--- config.mk ---
export PLATFORM = sky130hd
export DESIGN_NAME = kf_state_update_serial
export DESIGN_NICKNAME = d
export VERILOG_FILES = /design/src/rtl/kf_fixed_pkg.sv /design/src/rtl/kf_mac_serial.sv /design/src/rtl/kf_state_update_serial.sv
export SDC_FILE = /design/constraint.sdc
export NUM_CORES = 2
export LEC_CHECK = 0
export ABC_AREA = 1
export BUFFER_PORTS_ARGS = -buffer_cell sky130_fd_sc_hd__buf_2
export CORE_ASPECT_RATIO = 1.2
export CORE_UTILIZATION = 54
export CTS_BUF_LIST = sky130_fd_sc_hd__clkbuf_8
export DETAILED_ROUTE_END_ITERATION = 6
export PLACE_DENSITY = 0.75
export SYNTH_ARGS = -nofsm -noshare
export SYNTH_HDL_FRONTEND = slang
export SYNTH_HIERARCHICAL = 1
export SYNTH_SLANG_ARGS = --single-unit
--- constraint.sdc ---
create_clock -name clk -period 10.3 [get_ports clk]
set_input_delay 1.03 -clock clk [delete_from_list [all_inputs] [get_ports clk]]
set_output_delay 1.03 -clock clk [all_outputs]
set_load 0.01 [all_outputs]
--- src/rtl/kf_fixed_pkg.sv ---
// ----------------------------------------------------------------------------
// kf_fixed_pkg
// Shared fixed-point definitions for the Kalman filter pipeline stages
// (output estimator, measurement update, covariance update).
//
// Contents:
//   KF_N / KF_FRAC   default word width and fractional bits (signed Q(N-FRAC).FRAC)
//   KF_ONE           1.0 in the default format
//   KF_ROUND         half an LSB of the integer part, used for round-half-up
//   KF_WIDE          width of the intermediate signed arithmetic used by sat_n
//   kf_state_e       serial-datapath FSM state encoding
//   sat_n / sat_hit  clamp a wide signed value to an n-bit signed range, and
//                    report whether that clamp was active
// ----------------------------------------------------------------------------
package kf_fixed_pkg;

    localparam int KF_N     = 20;
    localparam int KF_FRAC  = 10;
    localparam int KF_ONE   = 32'sd1 <<< KF_FRAC;
    localparam int KF_ROUND = 32'sd1 <<< (KF_FRAC - 1);
    localparam int KF_WIDE  = 64;

    typedef enum logic [2:0] {
        ST_IDLE = 3'd0,
        ST_M0   = 3'd1,
        ST_M1   = 3'd2,
        ST_M2   = 3'd3,
        ST_M3   = 3'd4,
        ST_WB   = 3'd5
    } kf_state_e;

    // Clamp v into [-(2^(n-1)), 2^(n-1)-1]; the caller narrows the result to n bits.
    function automatic logic signed [KF_WIDE-1:0] sat_n(
        input logic signed [KF_WIDE-1:0] v,
        input int unsigned               n
    );
        logic signed [KF_WIDE-1:0] hi;
        logic signed [KF_WIDE-1:0] lo;
        hi = (64'sd1 <<< (n - 32'd1)) - 64'sd1;
        lo = -(64'sd1 <<< (n - 32'd1));
        if (v > hi) begin
            sat_n = hi;
        end else if (v < lo) begin
            sat_n = lo;
        end else begin
            sat_n = v;
        end
    endfunction

    // 1 when sat_n(v, n) would have to clamp v.
    function automatic logic sat_hit(
        input logic signed [KF_WIDE-1:0] v,
        input int unsigned               n
    );
        logic signed [KF_WIDE-1:0] hi;
        logic signed [KF_WIDE-1:0] lo;
        hi = (64'sd1 <<< (n - 32'd1)) - 64'sd1;
        lo = -(64'sd1 <<< (n - 32'd1));
        if ((v > hi) || (v < lo)) begin
            sat_hit = 1'b1;
        end else begin
            sat_hit = 1'b0;
        end
    endfunction

endpackage

--- src/rtl/kf_mac_serial.sv ---
// ----------------------------------------------------------------------------
// kf_mac_serial
// Signed N x N multiplier feeding a (2N+1)-bit accumulator. One product per
// enabled cycle; clr_i starts a new sum with the current product instead of
// adding to the previous one. Shared by the serial Kalman stages.
//
// Ports:
//   clk      in   1      clock, rising edge
//   rst_n    in   1      asynchronous active-low reset (accumulator to 0)
//   en_i     in   1      capture this cycle's product
//   clr_i    in   1      with en_i: acc = a*b, otherwise acc += a*b
//   a_i      in   N      signed multiplicand
//   b_i      in   N      signed multiplier
//   acc_o    out  2N+1   registered accumulator
// ----------------------------------------------------------------------------
module kf_mac_serial #(
    parameter int N = 20
) (
    input  logic           clk,
    input  logic           rst_n,
    input  logic           en_i,
    input  logic           clr_i,
    input  logic [N-1:0]   a_i,
    input  logic [N-1:0]   b_i,
    output logic [2*N:0]   acc_o
);

    logic signed [2*N-1:0] prod_s;
    logic        [2*N:0]   acc_d;
    logic        [2*N:0]   acc_q;

    // Full-precision product: both operands sign-extended to 2N bits first.
    always_comb begin
        prod_s = $signed({{N{a_i[N-1]}}, a_i}) * $signed({{N{b_i[N-1]}}, b_i});
    end

    // Accumulator next value; the extra top bit keeps the two-term sum from wrapping.
    always_comb begin
        acc_d = acc_q;
        if (en_i) begin
            if (clr_i) begin
                acc_d = {prod_s[2*N-1], prod_s};
            end else begin
                acc_d = $signed(acc_q) + $signed({prod_s[2*N-1], prod_s});
            end
        end else begin
            acc_d = acc_q;
        end
    end

    // Accumulator register.
    always_ff @(posedge clk or negedge rst_n) begin
        if (!rst_n) begin
            acc_q <= '0;
        end else begin
            acc_q <= acc_d;
        end
    end

    assign acc_o = acc_q;

endmodule

--- src/rtl/kf_state_update_serial.sv ---
// ----------------------------------------------------------------------------
// kf_state_update_serial
// Kalman measurement-update stage: y = sat(z - zh), X = sat(x + round(K*y)),
// all in signed Q(N-FRAC).FRAC, using one shared multiplier over four cycles
// (IDLE -> M0 -> M1 -> M2 -> M3 -> WB -> IDLE).
//
// Optional feature macro: KF_UPD_SAT_FLAG_EN adds the sat output, set with
// done when any innovation or final clamp saturated in that operation.
//
// Ports:
//   clk, rst_n           clock (rising edge), asynchronous active-low reset
//   start                one-cycle request, sampled only in IDLE
//   z00, z10             measurement vector
//   zh00, zh10           predicted output H*x
//   k00, k01, k10, k11   gain matrix K, row-major
//   x00, x10             predicted state
//   busy                 high from the cycle after start is accepted until done
//   done                 one-cycle pulse, X00/X10 valid from this cycle
//   X00, X10             updated state, held until the next done
//   sat                  (KF_UPD_SAT_FLAG_EN only) saturation seen in the operation
// ----------------------------------------------------------------------------
module kf_state_update_serial
    import kf_fixed_pkg::*;
#(
    parameter int N    = KF_N,
    parameter int FRAC = KF_FRAC
) (
    input  logic         clk,
    input  logic         rst_n,
    input  logic         start,
    input  logic [N-1:0] z00,
    input  logic [N-1:0] z10,
    input  logic [N-1:0] zh00,
    input  logic [N-1:0] zh10,
    input  logic [N-1:0] k00,
    input  logic [N-1:0] k01,
    input  logic [N-1:0] k10,
    input  logic [N-1:0] k11,
    input  logic [N-1:0] x00,
    input  logic [N-1:0] x10,
    output logic         busy,
    output logic         done,
    output logic [N-1:0] X00,
`ifdef KF_UPD_SAT_FLAG_EN
    output logic         sat,
`endif
    output logic [N-1:0] X10
);

    localparam int                        W2      = 2 * N + 1;
    localparam logic signed [KF_WIDE-1:0] ROUND_W = 64'sd1 <<< (FRAC - 1);

    kf_state_e     state_q;
    logic          busy_q;
    logic          done_q;
    logic [N-1:0]  upd00_q;
    logic [N-1:0]  upd10_q;

    // Operands latched when start is accepted.
    logic [N-1:0]  k00_q, k01_q, k10_q, k11_q;
    logic [N-1:0]  x00_q, x10_q;
    logic [N-1:0]  y0_q, y1_q;
    logic [W2-1:0] acc0_q;

    // Innovation and write-back next values.
    logic signed [KF_WIDE-1:0] diff0_s, diff1_s;
    logic [N-1:0]              y0_d, y1_d;
    logic                      y_sat_d;
    logic signed [KF_WIDE-1:0] sum0_s, sum1_s;
    logic [N-1:0]              upd00_d, upd10_d;
    logic                      fin_sat_d;

    // Shared MAC control.
    logic          mac_en_s;
    logic          mac_clr_s;
    logic [N-1:0]  mac_a_s;
    logic [N-1:0]  mac_b_s;
    logic [W2-1:0] mac_acc_s;

    // Innovation: the difference is formed at full width so nothing wraps before the clamp.
    always_comb begin
        diff0_s = $signed({{(KF_WIDE-N){z00[N-1]}}, z00}) - $signed({{(KF_WIDE-N){zh00[N-1]}}, zh00});
        diff1_s = $signed({{(KF_WIDE-N){z10[N-1]}}, z10}) - $signed({{(KF_WIDE-N){zh10[N-1]}}, zh10});
        y0_d    = N'(sat_n(diff0_s, N));
        y1_d    = N'(sat_n(diff1_s, N));
        y_sat_d = sat_hit(diff0_s, N) | sat_hit(diff1_s, N);
    end

    // Write-back: round half up (add half LSB, arithmetic shift = floor), add x, clamp.
    always_comb begin
        sum0_s    = $signed({{(KF_WIDE-N){x00_q[N-1]}}, x00_q})
                  + (($signed({{(KF_WIDE-W2){acc0_q[W2-1]}}, acc0_q}) + ROUND_W) >>> FRAC);
        sum1_s    = $signed({{(KF_WIDE-N){x10_q[N-1]}}, x10_q})
                  + (($signed({{(KF_WIDE-W2){mac_acc_s[W2-1]}}, mac_acc_s}) + ROUND_W) >>> FRAC);
        upd00_d   = N'(sat_n(sum0_s, N));
        upd10_d   = N'(sat_n(sum1_s, N));
        fin_sat_d = sat_hit(sum0_s, N) | sat_hit(sum1_s, N);
    end

    // Operand schedule for the single multiplier; M0/M2 start a fresh sum.
    always_comb begin
        mac_en_s  = 1'b0;
        mac_clr_s = 1'b0;
        mac_a_s   = '0;
        mac_b_s   = '0;
        case (state_q)
            ST_M0: begin
                mac_en_s  = 1'b1;
                mac_clr_s = 1'b1;
                mac_a_s   = k00_q;
                mac_b_s   = y0_q;
            end
            ST_M1: begin
                mac_en_s  = 1'b1;
                mac_clr_s = 1'b0;
                mac_a_s   = k01_q;
                mac_b_s   = y1_q;
            end
            ST_M2: begin
                mac_en_s  = 1'b1;
                mac_clr_s = 1'b1;
                mac_a_s   = k10_q;
                mac_b_s   = y0_q;
            end
            ST_M3: begin
                mac_en_s  = 1'b1;
                mac_clr_s = 1'b0;
                mac_a_s   = k11_q;
                mac_b_s   = y1_q;
            end
            default: begin
                mac_en_s  = 1'b0;
                mac_clr_s = 1'b0;
                mac_a_s   = '0;
                mac_b_s   = '0;
            end
        endcase
    end

    kf_mac_serial #(
        .N (N)
    ) u_mac (
        .clk   (clk),
        .rst_n (rst_n),
        .en_i  (mac_en_s),
        .clr_i (mac_clr_s),
        .a_i   (mac_a_s),
        .b_i   (mac_b_s),
        .acc_o (mac_acc_s)
    );

    // Control FSM with registered busy/done/result.
    // Row 0's sum sits in the MAC during M2 and is parked in acc0_q while row 1 starts.
    always_ff @(posedge clk or negedge rst_n) begin
        if (!rst_n) begin
            state_q <= ST_IDLE;
            busy_q  <= 1'b0;
            done_q  <= 1'b0;
            upd00_q <= '0;
            upd10_q <= '0;
            k00_q   <= '0;
            k01_q   <= '0;
            k10_q   <= '0;
            k11_q   <= '0;
            x00_q   <= '0;
            x10_q   <= '0;
            y0_q    <= '0;
            y1_q    <= '0;
            acc0_q  <= '0;
        end else begin
            case (state_q)
                ST_IDLE: begin
                    done_q <= 1'b0;
                    if (start) begin
                        k00_q   <= k00;
                        k01_q   <= k01;
                        k10_q   <= k10;
                        k11_q   <= k11;
                        x00_q   <= x00;
                        x10_q   <= x10;
                        y0_q    <= y0_d;
                        y1_q    <= y1_d;
                        busy_q  <= 1'b1;
                        state_q <= ST_M0;
                    end else begin
                        state_q <= ST_IDLE;
                    end
                end
                ST_M0: state_q <= ST_M1;
                ST_M1: state_q <= ST_M2;
                ST_M2: begin
                    acc0_q  <= mac_acc_s;
                    state_q <= ST_M3;
                end
                ST_M3: state_q <= ST_WB;
                ST_WB: begin
                    upd00_q <= upd00_d;
                    upd10_q <= upd10_d;
                    done_q  <= 1'b1;
                    busy_q  <= 1'b0;
                    state_q <= ST_IDLE;
                end
                default: begin
                    busy_q  <= 1'b0;
                    done_q  <= 1'b0;
                    state_q <= ST_IDLE;
                end
            endcase
        end
    end

`ifdef KF_UPD_SAT_FLAG_EN
    logic y_sat_q;
    logic sat_q;

    // Saturation flag: innovation clamp remembered at start, combined with final clamp at WB.
    always_ff @(posedge clk or negedge rst_n) begin
        if (!rst_n) begin
            y_sat_q <= 1'b0;
            sat_q   <= 1'b0;
        end else begin
            if ((state_q == ST_IDLE) && start) begin
                y_sat_q <= y_sat_d;
            end else if (state_q == ST_WB) begin
                sat_q <= y_sat_q | fin_sat_d;
            end else begin
                y_sat_q <= y_sat_q;
            end
        end
    end

    assign sat = sat_q;
`else
    logic unused_sat_s;

    // Without the flag port the clamp indications have no consumer.
    always_comb begin
        unused_sat_s = y_sat_d ^ fin_sat_d;
    end
`endif

    assign busy = busy_q;
    assign done = done_q;
    assign X00  = upd00_q;
    assign X10  = upd10_q;

endmodule

==> results.toml <==
[sta]
whs_ps = 412.2
fin_skew_ps = 45.64
tightest_slew_ps = 1121
hold_violations = 0
rsz0062_at_grt = "yes"
fmax_mhz = 101.0
report.final.slew_viol_count = 0
slew_headroom_pct = 25.06
period_minus_slack_ps = 9901
setup_viol = 0
finalCritPeriodShare_pct = 96.13

[run]
cap_violations = 0

[die]
start_util_pct = 54.80
io_pins = 245
num_rows = 109
fp.dieH_um = 302.0
fp.dieW_um = 252.0
core_area_mm2 = 0.07392
dieArea_mm2 = 0.07611

[synth]
synth_cells = 6033
synth_area_mm2 = 0.04050
synth_flop_cell = "dfrtp_1"
async_flop_share_pct = 100.0
ys_seq_area_share_pct = 17.18
ys_types = 56
synth.avg_cell_area_um2 = 6.714
synth-seq-cells = 278
yosys_warnings = 6
synth_edf_count = 0
synth_nets = 6917

[critical_path]
crit_path_frequent_cell = "inv_1"
regToRegSetupSlack_ps = 400
cp_max_fo = 24
cp.arrival_ps = 10440
worst_r2r_endpoint = "u_mac/acc_o[20]"
worstPathRequired_ps = 10840
rr_startpoint = "state_q[2]"
cp_slowest_cell = "nand4_1"
startpoint = "state_q[2]"
critPathKind = "reg -> reg"
crit_path_start_kind = "flip-flop"
max_stage_delay_ps = 690
reg2regPathDepth = 39
endpoint_kind = "flip-flop"

[run_status]
violations = "design-rule violations"
status = "complete, but fails checks"

[finish]
nFillCells = 7274
synthToLayoutAreaGrowth_pct = 8.825
nets = 7125
drive_gt1_share_pct = 8.295
largest_register_ff_count = 41
layout_commonest_cell = "nand2_1"
layout_common_cells = "nand2_1, inv_1, fa_1, nor2_1, nand3_1"
multi_input_area_mm2 = 0.02774
seq_area_mm2 = 0.006957

[global_route]
grt_pass1_vias = 39670
grt_overflow = 0
grt_most_used_layer = "met2"
grt_max_degree = 168
met1_usage_pct = 37.27
grt_pass1_wl_um = 200800
track_usage_pct = 33.46
use_met2_pct = 61.39
grt_antenna_before_repair = 2
use_met3_pct = 3.743

[clock_network]
clock-sinks = 278
clk_pin_slew_ps = 70
insertion_delay_ps = 660
h-tree-depth = 2
cts_tree = "yes"
cts-root-buf = "clkbuf_8"
postCtsHoldBufs = 0
cts.path.max_buffers = 3
cts_buffers = 49

[routing]
drtIter0Drc = 2644
dr.pass1.iters = 7
wire_per_inst_um = 16.94
drt_wl_total_um = 123300
vias = 38010
drc = 1
drtAntennaViolNets = 0
vias_per_cell = 5.221

[placed_design]
io_buffers = 244
gp_congestion = 1.083
dpl.hpwl_um = 101500

[hold_path]
hold_class = "in -> async"
-- metrics by stage --
| step | worst slack (ps) | cells | utilization [%] | area (µm²) | TNS (ps) |
|---|---|---|---|---|---|
| after floorplan | 1380 | 6033 | - | 40500 | 0 |
| after global placement | 334.9 | 7180 | 58.01 | 42880 | 0 |
| after detailed placement | 296.7 | 7180 | 58.01 | 42880 | 0 |
| after CTS | 216.2 | 7271 | 59.44 | 43940 | 0 |
| after global routing | -30.26 | 7281 | 59.63 | 44080 | -30.26 |
| final | 399.1 | 7281 | 59.63 | 44080 | 0 |
-- layer usage --
| metal | vias up | share of wire (%) | wire length [µm] |
|---|---|---|---|
| li1 | 18430 | - | - |
| met2 | 1200 | 51 | 62830 |
| met3 | 395 | 4.8 | 5977 |
| met5 | - | 0.011 | 13 |
| met4 | 2 | 6.5 | 7975 |
| met1 | 17980 | 38 | 46540 |
-- cell type report --
| type | count | share of cell area (%) |
|---|---|---|
| clock buffers | 59 | 1.842 |
| well taps | 999 | 2.836 |
| flip-flops and latches | 278 | 15.78 |
| repair buffers | 321 | 4.198 |
| diodes | 1 | 0.005677 |
| clock inverters | 32 | 0.5620 |
| inverters | 1388 | 11.83 |
| multi-input cells | 4203 | 62.94 |
-- logic make-up (layout without fill, tap and decap cells) --
logic type / Yosys count / in the layout / synth area share (%)
AND/OR/NAND/NOR: 2902 / 2903 / 29.43
buffers and inverters: 1553 / 1800 / 14.52
adder cells (fa/ha/maj): 681 / 681 / 28.91
AO/OA/AOI/OAI: 453 / 453 / 6.255
flip-flops: 278 / 278 / 17.18
XOR/XNOR: 156 / 156 / 3.429
multiplexers: 10 / 10 / 0.2780
other: 0 / 1 / 0
-- worst max-delay path, delay by kind of cell (launching register included) --
| family | cells | cell delay [ps] |
|---|---|---|
| AOI/OAI and AO/OA | 4 | 1160 |
| xor gates and xnor gates | 1 | 360 |
| adders and majority gates | 9 | 4240 |
| buffers and inverters | 12 | 1520 |
| DFF | 1 | 440 |
| and+or+nand+nor | 13 | 2100 |
-- synth_stat cells (all sizes together) (9+ instances only) --
library cell  count  area, µm²
fa              425       8508
o21ai           123      626.9
and2             15      93.84
clkbuf          147      555.5
inv            1387       5206
nand2          2055       7774
a21oi           251       1313
or2              20      125.1
ha              256       3203
dfrtp           278       6957
nor4             11      81.32
xor2            121       1082
buf              18      115.1
o21bai           17      131.4
nor2            371       1453
xnor2            35      306.5
nand3b           15      112.6
nand4            75      481.7
o211ai            9      67.56
a22oi            16      120.1
nand3           301       1567
mux2             10      112.6
nor3             32      180.2
a31oi            11      68.82
-- repair_timing --
action | 4_1_cts | 5_1_grt
setup endpoints to repair | 0 | 18
buffers inserted | 0 | 8
gates resized for setup | 0 | 13
endpoints found under the hold margin | 0 | 0
-- worst max path at each step --
stage                      end  slack (ps)  cells after the start
2_1_floorplan  u_mac/acc_o[40]        1380                     43
3_3_place_gp   u_mac/acc_o[39]         330                     38
3_5_place_dp   u_mac/acc_o[38]         300                     38
4_1_cts        u_mac/acc_o[38]         220                     37
5_1_grt        u_mac/acc_o[40]         -30                     40
6_report       u_mac/acc_o[20]         400                     39
Power is left out: the tool's default activity adds up to more than one toggle a clock period on the data nets, which glitch-free logic cannot reach.
